`config.mk`:
```
export PLATFORM = sky130hd
export DESIGN_NAME = wb_regfile
export DESIGN_NICKNAME = d
export VERILOG_FILES = /design/src/rtl/pipe_pkg.sv /design/src/rtl/regfile_4x16.sv /design/src/rtl/wb_regfile.sv
export SDC_FILE = /design/constraint.sdc
export NUM_CORES = 1
export LEC_CHECK = 0
export BUFFER_PORTS_ARGS = -buffer_cell sky130_fd_sc_hd__buf_2
export CAP_MARGIN = 20
export CORE_UTILIZATION = 40
export DETAILED_ROUTE_END_ITERATION = 10
export GPL_TIMING_DRIVEN = 1
export PLACE_DENSITY_LB_ADDON = 0.12
export RECOVER_POWER = 100
export SYNTH_ARGS = -nofsm -noshare
export SYNTH_HDL_FRONTEND = slang
export SYNTH_HIERARCHICAL = 1
export SYNTH_SLANG_ARGS = --single-unit
```
`constraint.sdc`:
```
create_clock -name clk -period 3.4 [get_ports clk]
set_input_delay 0.34 -clock clk [delete_from_list [all_inputs] [get_ports clk]]
set_output_delay 0.34 -clock clk [all_outputs]
set_load 0.01 [all_outputs]
```
`src/rtl/pipe_pkg.sv`:
```
// Shared pipeline definitions: opcode encodings, register file geometry and
// the writeback FSM state type.
package pipe_pkg;

    localparam int DATA_W   = 16;
    localparam int NUM_REGS = 4;
    localparam int OP_W     = 4;
    localparam int IDX_W    = 4;

    localparam logic [OP_W-1:0] OP_NOP   = 4'h0;
    localparam logic [OP_W-1:0] OP_WR_LO = 4'h1;
    localparam logic [OP_W-1:0] OP_WR_HI = 4'h7;
    localparam logic [OP_W-1:0] OP_HALT  = 4'hF;

    typedef enum logic {
        ST_RUN    = 1'b0,
        ST_HALTED = 1'b1
    } wb_state_t;

    function automatic logic is_wr_op(input logic [OP_W-1:0] op);
        return (op >= OP_WR_LO) && (op <= OP_WR_HI);
    endfunction

endpackage

```
`src/rtl/regfile_4x16.sv`:
```
// Four-entry, 16-bit register file: one synchronous write port, two
// combinational read ports, asynchronous active-low clear.
module regfile_4x16
    import pipe_pkg::*;
(
    input  logic              clk,
    input  logic              rst_n,
    input  logic              we,
    input  logic [1:0]        waddr,
    input  logic [DATA_W-1:0] wdata,
    input  logic [1:0]        raddr1,
    input  logic [1:0]        raddr2,
    output logic [DATA_W-1:0] rdata1,
    output logic [DATA_W-1:0] rdata2,
    output logic [DATA_W-1:0] q0,
    output logic [DATA_W-1:0] q1,
    output logic [DATA_W-1:0] q2,
    output logic [DATA_W-1:0] q3
);

    logic [DATA_W-1:0] mem [NUM_REGS];

    always_ff @(posedge clk or negedge rst_n) begin
        if (!rst_n) begin
            for (int i = 0; i < NUM_REGS; i++) begin
                mem[i] <= '0;
            end
        end else if (we) begin
            mem[waddr] <= wdata;
        end
    end

    assign rdata1 = mem[raddr1];
    assign rdata2 = mem[raddr2];
    assign q0     = mem[0];
    assign q1     = mem[1];
    assign q2     = mem[2];
    assign q3     = mem[3];

endmodule

```
`src/rtl/wb_regfile.sv`:
```
// Writeback stage: WB pipeline register, bypassed register reads, retire
// counter, bad-index flag and the RUN/HALTED control FSM.
//
//   state     | meaning
//   ST_RUN    | normal retirement: writes commit, bypass active, count advances
//   ST_HALTED | HALT retired; writes, bypass and count frozen until reset
module wb_regfile
    import pipe_pkg::*;
(
    input  logic              clk,
    input  logic              rst_n,
    input  logic              ex_valid,
    input  logic [OP_W-1:0]   ex_opcode,
    input  logic [IDX_W-1:0]  ex_rd,
    input  logic [DATA_W-1:0] ex_result,
    input  logic [IDX_W-1:0]  rd_addr1,
    input  logic [IDX_W-1:0]  rd_addr2,
    output logic [DATA_W-1:0] rd_data1,
    output logic [DATA_W-1:0] rd_data2,
    output logic [DATA_W-1:0] R0,
    output logic [DATA_W-1:0] R1,
    output logic [DATA_W-1:0] R2,
    output logic [DATA_W-1:0] R3,
    output logic              halted,
    output logic              bad_rd,
    output logic [DATA_W-1:0] retired
);

    logic              wb_valid;
    logic [OP_W-1:0]   wb_op;
    logic [IDX_W-1:0]  wb_rd;
    logic [DATA_W-1:0] wb_data;

    wb_state_t state, state_nxt;

    logic              in_run;
    logic              wr_req;
    logic              wr_commit;
    logic              wr_bad;
    logic              retire;
    logic [DATA_W-1:0] rf_rdata1;
    logic [DATA_W-1:0] rf_rdata2;

    // The WB register keeps capturing even when halted.
    always_ff @(posedge clk or negedge rst_n) begin
        if (!rst_n) begin
            wb_valid <= 1'b0;
            wb_op    <= OP_NOP;
            wb_rd    <= '0;
            wb_data  <= '0;
        end else begin
            wb_valid <= ex_valid;
            wb_op    <= ex_opcode;
            wb_rd    <= ex_rd;
            wb_data  <= ex_result;
        end
    end

    assign in_run    = (state == ST_RUN);
    assign wr_req    = wb_valid && is_wr_op(wb_op) && in_run;
    assign wr_commit = wr_req && (wb_rd < IDX_W'(NUM_REGS));
    assign wr_bad    = wr_req && (wb_rd >= IDX_W'(NUM_REGS));
    assign retire    = wb_valid && in_run;

    always_ff @(posedge clk or negedge rst_n) begin
        if (!rst_n) begin
            state <= ST_RUN;
        end else begin
            state <= state_nxt;
        end
    end

    always_comb begin
        state_nxt = state;
        case (state)
            ST_RUN:    if (wb_valid && (wb_op == OP_HALT)) state_nxt = ST_HALTED;
            ST_HALTED: state_nxt = ST_HALTED;
            default:   state_nxt = ST_RUN;
        endcase
    end

    assign halted = (state == ST_HALTED);

    always_ff @(posedge clk or negedge rst_n) begin
        if (!rst_n) begin
            retired <= '0;
            bad_rd  <= 1'b0;
        end else begin
            if (retire && (retired != {DATA_W{1'b1}})) begin
                retired <= retired + 1'b1;
            end
            if (wr_bad) begin
                bad_rd <= 1'b1;
            end
        end
    end

    regfile_4x16 u_regfile (
        .clk    (clk),
        .rst_n  (rst_n),
        .we     (wr_commit),
        .waddr  (wb_rd[1:0]),
        .wdata  (wb_data),
        .raddr1 (rd_addr1[1:0]),
        .raddr2 (rd_addr2[1:0]),
        .rdata1 (rf_rdata1),
        .rdata2 (rf_rdata2),
        .q0     (R0),
        .q1     (R1),
        .q2     (R2),
        .q3     (R3)
    );

    // wr_commit already implies wb_rd is in range, so a bypass never aliases
    // an out-of-range read index onto a real register.
    always_comb begin
        rd_data1 = '0;
        rd_data2 = '0;
        if (wr_commit && (rd_addr1 == wb_rd)) begin
            rd_data1 = wb_data;
        end else if (rd_addr1 < IDX_W'(NUM_REGS)) begin
            rd_data1 = rf_rdata1;
        end
        if (wr_commit && (rd_addr2 == wb_rd)) begin
            rd_data2 = wb_data;
        end else if (rd_addr2 < IDX_W'(NUM_REGS)) begin
            rd_data2 = rf_rdata2;
        end
    end

endmodule
```
# After elaboration in Yosys (flattened, before gate mapping)

Cells that the tools add are included.

Register bits after elaboration: 107
Bits in latches: 0
Memory bits (writable): 0
Memory bits (read-only): 0
Input bits: 35
Output and inout port bits: 114
Word-level logic and storage cells: 56
Memories: 0

$add $sub $neg: 1
Multiply operators: 0
Div/mod/pow operators: 0
Order comparisons: 10
Equal/unequal tests: 4
Shift operators: 0
Multiplexer cells: 15
Bitwise operators: 4
Reductions and logical operators: 11

Operators by type and width:

| cell                                                           | number |
|---|---|
| 2-to-1 mux 16 bit                                              | 9 |
| binary-select mux 16 bit (select 2 bit)                        | 2 |
| bitwise mux 64 bit                                             | 1 |
| demux 16 bit (select 2 bit)                                    | 1 |
| adder 16 x 1 -> 16 bit, second input constant                  | 1 |
| inequality test 16 bit, second input constant                  | 1 |
| < comparator 4 x 3 -> 1 bit, second input constant             | 3 |
| logical AND 1 bit                                              | 11 |
| >= comparator 3 bit, second input constant                     | 3 |
| inverter 2 -> 3 bit                                            | 3 |
| equality test 4 bit                                            | 2 |
| equality test 4 bit, second input constant                     | 1 |
| >= comparator 4 x 1 -> 1 bit, second input constant            | 1 |
| >= comparator 4 x 3 -> 1 bit, second input constant            | 1 |
| less-or-equal comparator 4 x 3 -> 1 bit, second input constant | 1 |
| < comparator 3 x 1 -> 1 bit, second input constant             | 1 |
| one-hot mux 1 bit (2 select lines)                             | 1 |
| 2-to-1 mux 1 bit                                               | 1 |
| inverter 1 bit                                                 | 1 |

# Depth between registers and ports, before layout

Depth after elaboration: 7
Depth in mapped cells: 7
Mapped depth without buffers: 5

# Hierarchy

The synthesis kept the hierarchy.

By module, submodules not included:

| module       | times used | cells an instance | area an instance (um2) | sequential area each (um2) |
|---|---|---|---|---|
| regfile_4x16 | 1          | 176               | 3,174.3                | 1,601.5 |
| wb_regfile   | 1          | 199               | 2,124.5                | 1,076.0 |

# Least setup slack after synthesis

OpenSTA, ideal clock, no wires.

Path kind: flip-flop to flip-flop
Start: register state (netlist: halted)
End: register u_regfile.mem (netlist bit u_regfile/q0[0])
Library setup time: 125 ps
Data arrival time: 2,353 ps
Required time: 3,275 ps
Setup slack: 922 ps
Stages on the path, launching flop included: 8
Buffers on the path: 2
Period minus slack after synthesis: 2,478 ps
Path through: dfrtp_1 > nand2b_4 > or3_1 > buf_2 > nor3_1 > nor3b_4 > buf_6 > mux2_2

Longest elaborated chain between the ends: 3

Ends and longest elaborated chain:

| item                          | line               | source |
|---|---|---|
| start, declared               | wb_regfile.sv:34   | `wb_state_t state, state_nxt;` |
| start signal, assigned        | wb_regfile.sv:69   | `state <= state_nxt;` |
| inverter 1 bit                | wb_regfile.sv:59   | `assign in_run = (state == ST_RUN);` |
| logical AND 1 bit             | wb_regfile.sv:60   | `assign wr_req = wb_valid && is_wr_op(wb_op) && in_run;` |
| logical AND 1 bit             | wb_regfile.sv:61   | `assign wr_commit = wr_req && (wb_rd < IDX_W'(NUM_REGS));` |
| named net wr_commit           | wb_regfile.sv:38   | `logic wr_commit;` |
| end signal, assigned by index | regfile_4x16.sv:29 | `mem[waddr] <= wdata;` |
| end, declared                 | regfile_4x16.sv:21 | `logic [DATA_W-1:0] mem [NUM_REGS];` |

The timed path passes the listed nets, and every way through them passes these cells.
A chain may end at the register's enable or synchronous reset.

# Worst setup path after layout

Start: register state (netlist: halted)
End: output port rd_data2[13]

Longest elaborated chain between the ends: 5

Ends and longest elaborated chain:

| item              | line              | source |
|---|---|---|
| inverter 1 bit    | wb_regfile.sv:59  |  |
| logical AND 1 bit | wb_regfile.sv:60  |  |
| logical AND 1 bit | wb_regfile.sv:61  |  |
| logical AND 1 bit | wb_regfile.sv:124 | `if (wr_commit && (rd_addr2 == wb_rd)) begin` |
| 2-to-1 mux 16 bit | wb_regfile.sv:124 |  |
| end, declared     | wb_regfile.sv:19  | `output logic [DATA_W-1:0] rd_data2,` |

No other way between the ends.

==> impl_metrics.json <==
{
  "wl_per_cell_um": 19.0,
  "grt_pass1_vias": 3674,
  "cp_max_fo": 16,
  "final_cells": 703,
  "hold_buffers": 0,
  "tritoncts": "yes",
  "ctsHtreeMaxLevel": 3,
  "routed_wl_um": 13300,
  "coreArea_um2": 12800,
  "cp.arrival_ns": 2.63,
  "min_period_over_period_pct": 87.5,
  "drive_gt1_share_pct": 29.8,
  "fp-row-count": 41,
  "tns_ns": 0,
  "ys_ff_latch": 107,
  "powerDensity_nw_per_um2": 532,
  "cp-start-kind": "register",
  "synth_seq_area_share_pct": 50.5,
  "antenna_found_initial": 1,
  "viasPerCell": 5.26,
  "fin_crit_ns": 2.97,
  "drv_cap": 1,
  "cts.sinks": 107,
  "yosysUniqueCellTypes": 36,
  "path_buf_inv": 2,
  "worstMarginPinSlew_ns": 2.76,
  "status": "finished, violations left",
  "syn2layout_area_growth_pct": 18.8,
  "drc": 0,
  "synth_warnings": 6,
  "final_net_count": 562,
  "crit_family": "simple AND/OR/NAND/NOR gates",
  "p_leak_uw": 0.00274,
  "cts.path.max_buffers": 2,
  "peakVddDrop_mv": 0.354,
  "clkTransAtPathRegs_ns": 0.07,
  "dpl-instance-area_um2": 6230,
  "grt_usage_pct": 20.7,
  "portBuffers": 148,
  "crit_required_ns": 3.06,
  "cts_setup_buffers": 0,
  "cts_resized": 0,
  "crit_chain": "nand2b_1, or3_1, nor4_1, buf_4, mux2i_1, clkbuf_1",
  "cts_root_buf": "clkbuf_16",
  "vias": 3701,
  "drv_slew": 51,
  "avgSynthCellArea_um2": 14.1,
  "die_area_um2": 13700,
  "cp-end-kind": "primary output",
  "setup-violations-final": 0,
  "violations": "max-capacitance violations, max-slew violations",
  "ant_nets": 0,
  "syn_inst": 375,
  "syn_area_um2": 5300,
  "fin_area_um2": 6290,
  "worstSetupPathType": "reg2out",
  "max_slew_margin_pct": -83.8,
  "synth_nets": 411,
  "drt-initial-drc-count": 174,
  "slowest_stage": "buf_4",
  "fin_util_pct": 49.3,
  "routabilityCongestion": 0.745,
  "dp_cells": 687,
  "grt_setup_unrepaired": "false",
  "die_x_um": 117,
  "skew_ns": 0.00458,
  "cts_buffers": 9,
  "hold_viol": 0,
  "hp-class": "in2reg",
  "grt_max_degree": 58,
  "grt_first_pass_wirelength_um": 20600,
  "start_util_pct": 41.5,
  "die_h_um": 117,
  "clock_latency_ns": 0.35,
  "ios": 149,
  "critical-path-max-stage-delay_ns": 0.41,
  "drt_first_pass_iters": 4,
  "fmax_mhz": 336,
  "grt.overflow.total": 0,
  "dp_hpwl_um": 9090
}
-- routing by layer --
metal / GRT usage (%) / vias up / wire (um)
li1: - / 1671 / -
met1: 27.3 / 1907 / 6010
met2: 33.0 / 110 / 6370
met3: 6.44 / 13 / 740
met4: 5.99 / 0 / 198
met5: 0 / - / 0
-- final timing paths --
path / from / end / slack [ns] / cells past startpoint
min in group asynchronous: rst_n / wb_data[1] / 0.86 / 1
hold reg to reg: bad_rd / bad_rd / 0.50 / 1
hold / removal: ex_result[3] / wb_data[3] / 0.09 / 1
setup reg to reg: halted / u_regfile/q3[0] / 0.60 / 5
max in group asynchronous: rst_n / retired[3] / 0.97 / 1
setup / recovery: halted / rd_data2[13] / 0.43 / 6
-- cell usage after synthesis --
cell,number,area share (%)
dfrtp_1,107,51
mux2_2,64,14
nand2_1,34,2.4
mux2i_1,32,6.0
mux4_2,32,14
inv_1,17,1.2
xnor2_1,10,1.7
xor2_1,8,1.3
nand3_1,7,0.66
nand4_1,7,0.83
nor3_1,7,0.66
and3_1,6,0.71
buf_2,6,0.57
nor2_1,6,0.42
clkbuf_1,4,0.28
buf_4,3,0.42
buf_6,3,0.64
nand3b_2,2,0.42
nor3b_1,2,0.28
nor4_4,2,0.80
a21oi_1,1,0.094
a31o_2,1,0.17
a31oi_1,1,0.12
and4_1,1,0.17
clkbuf_8,1,0.26
ha_1,1,0.24
mux2_1,1,0.21
nand2b_4,1,0.26
nand3_2,1,0.19
nor2b_1,1,0.12
nor3b_4,1,0.35
nor4_1,1,0.12
nor4_2,1,0.24
o21bai_1,1,0.14
or3_1,1,0.12
or4_1,1,0.14
-- cell type report --
cell class	count	area, um^2
inverters	17	63.8
well taps	172	215
clock inverters	4	26.3
fillers	1215	6480
flip-flops and latches	107	2680
multi-input cells	234	2380
repair buffers	157	676
diodes	1	2.50
clock buffers	11	253
-- cells in the final DEF (no fill, tap or decap), types with 2 or more instances in the layout --
cell type / count
nor4_1: 4
nor3b_1: 3
dfrtp_1: 107
clkbuf_1: 112
inv_1: 17
mux2i_1: 32
xor2_1: 8
nand2_1: 34
clkbuf_16: 9
nand4_1: 7
nor2_2: 2
nor2_1: 4
clkinv_2: 2
mux2_1: 2
mux4_2: 32
buf_2: 37
nand3_1: 8
mux2_2: 63
nor3_1: 7
xnor2_1: 10
nand3b_1: 2
and3_1: 6
clkbuf_8: 2
buf_4: 6
-- cell families (layout without fill, tap and decap cells) --
family / after synthesis / after routing / share of synthesized area, %
xor+xnor: 18 / 18 / 2.98
simple gates: 82 / 82 / 8.90
other cells: 0 / 1 / 0
flops: 107 / 107 / 50.5
mux: 129 / 129 / 33.5
compound gates: 4 / 4 / 0.520
fa+ha+maj: 1 / 1 / 0.236
buf+inv: 34 / 189 / 3.38
-- state kept, by name, summed over array words and instances (netlist names) --
register      flops
retired          16
bad_rd            1
wb_valid          1
halted            1
wb_op             4
wb_data          16
u_regfile/q1     16
u_regfile/q2     16
u_regfile/q0     16
wb_rd             4
u_regfile/q3     16
-- through the flow --
stage,hold slack [ns],setup slack (ns),total power (uW)
floorplan,0.0444,0.922,2100
global placement,0.403,0.891,2430
detailed placement,0.411,0.798,2450
CTS,0.0314,0.544,3450
global route,0.0717,0.245,3540
finish,0.0943,0.426,3350
-- power breakdown --
group	internal [uW]	total, uW	leakage, uW	switching (uW)
Clock	531	980	0.000137	448
Sequential	1460	1670	0.00137	211
Combinational	359	700	0.00123	340
Total	2350	3350	0.00274	1000
Note: power is estimated with default switching activity, not from simulation.
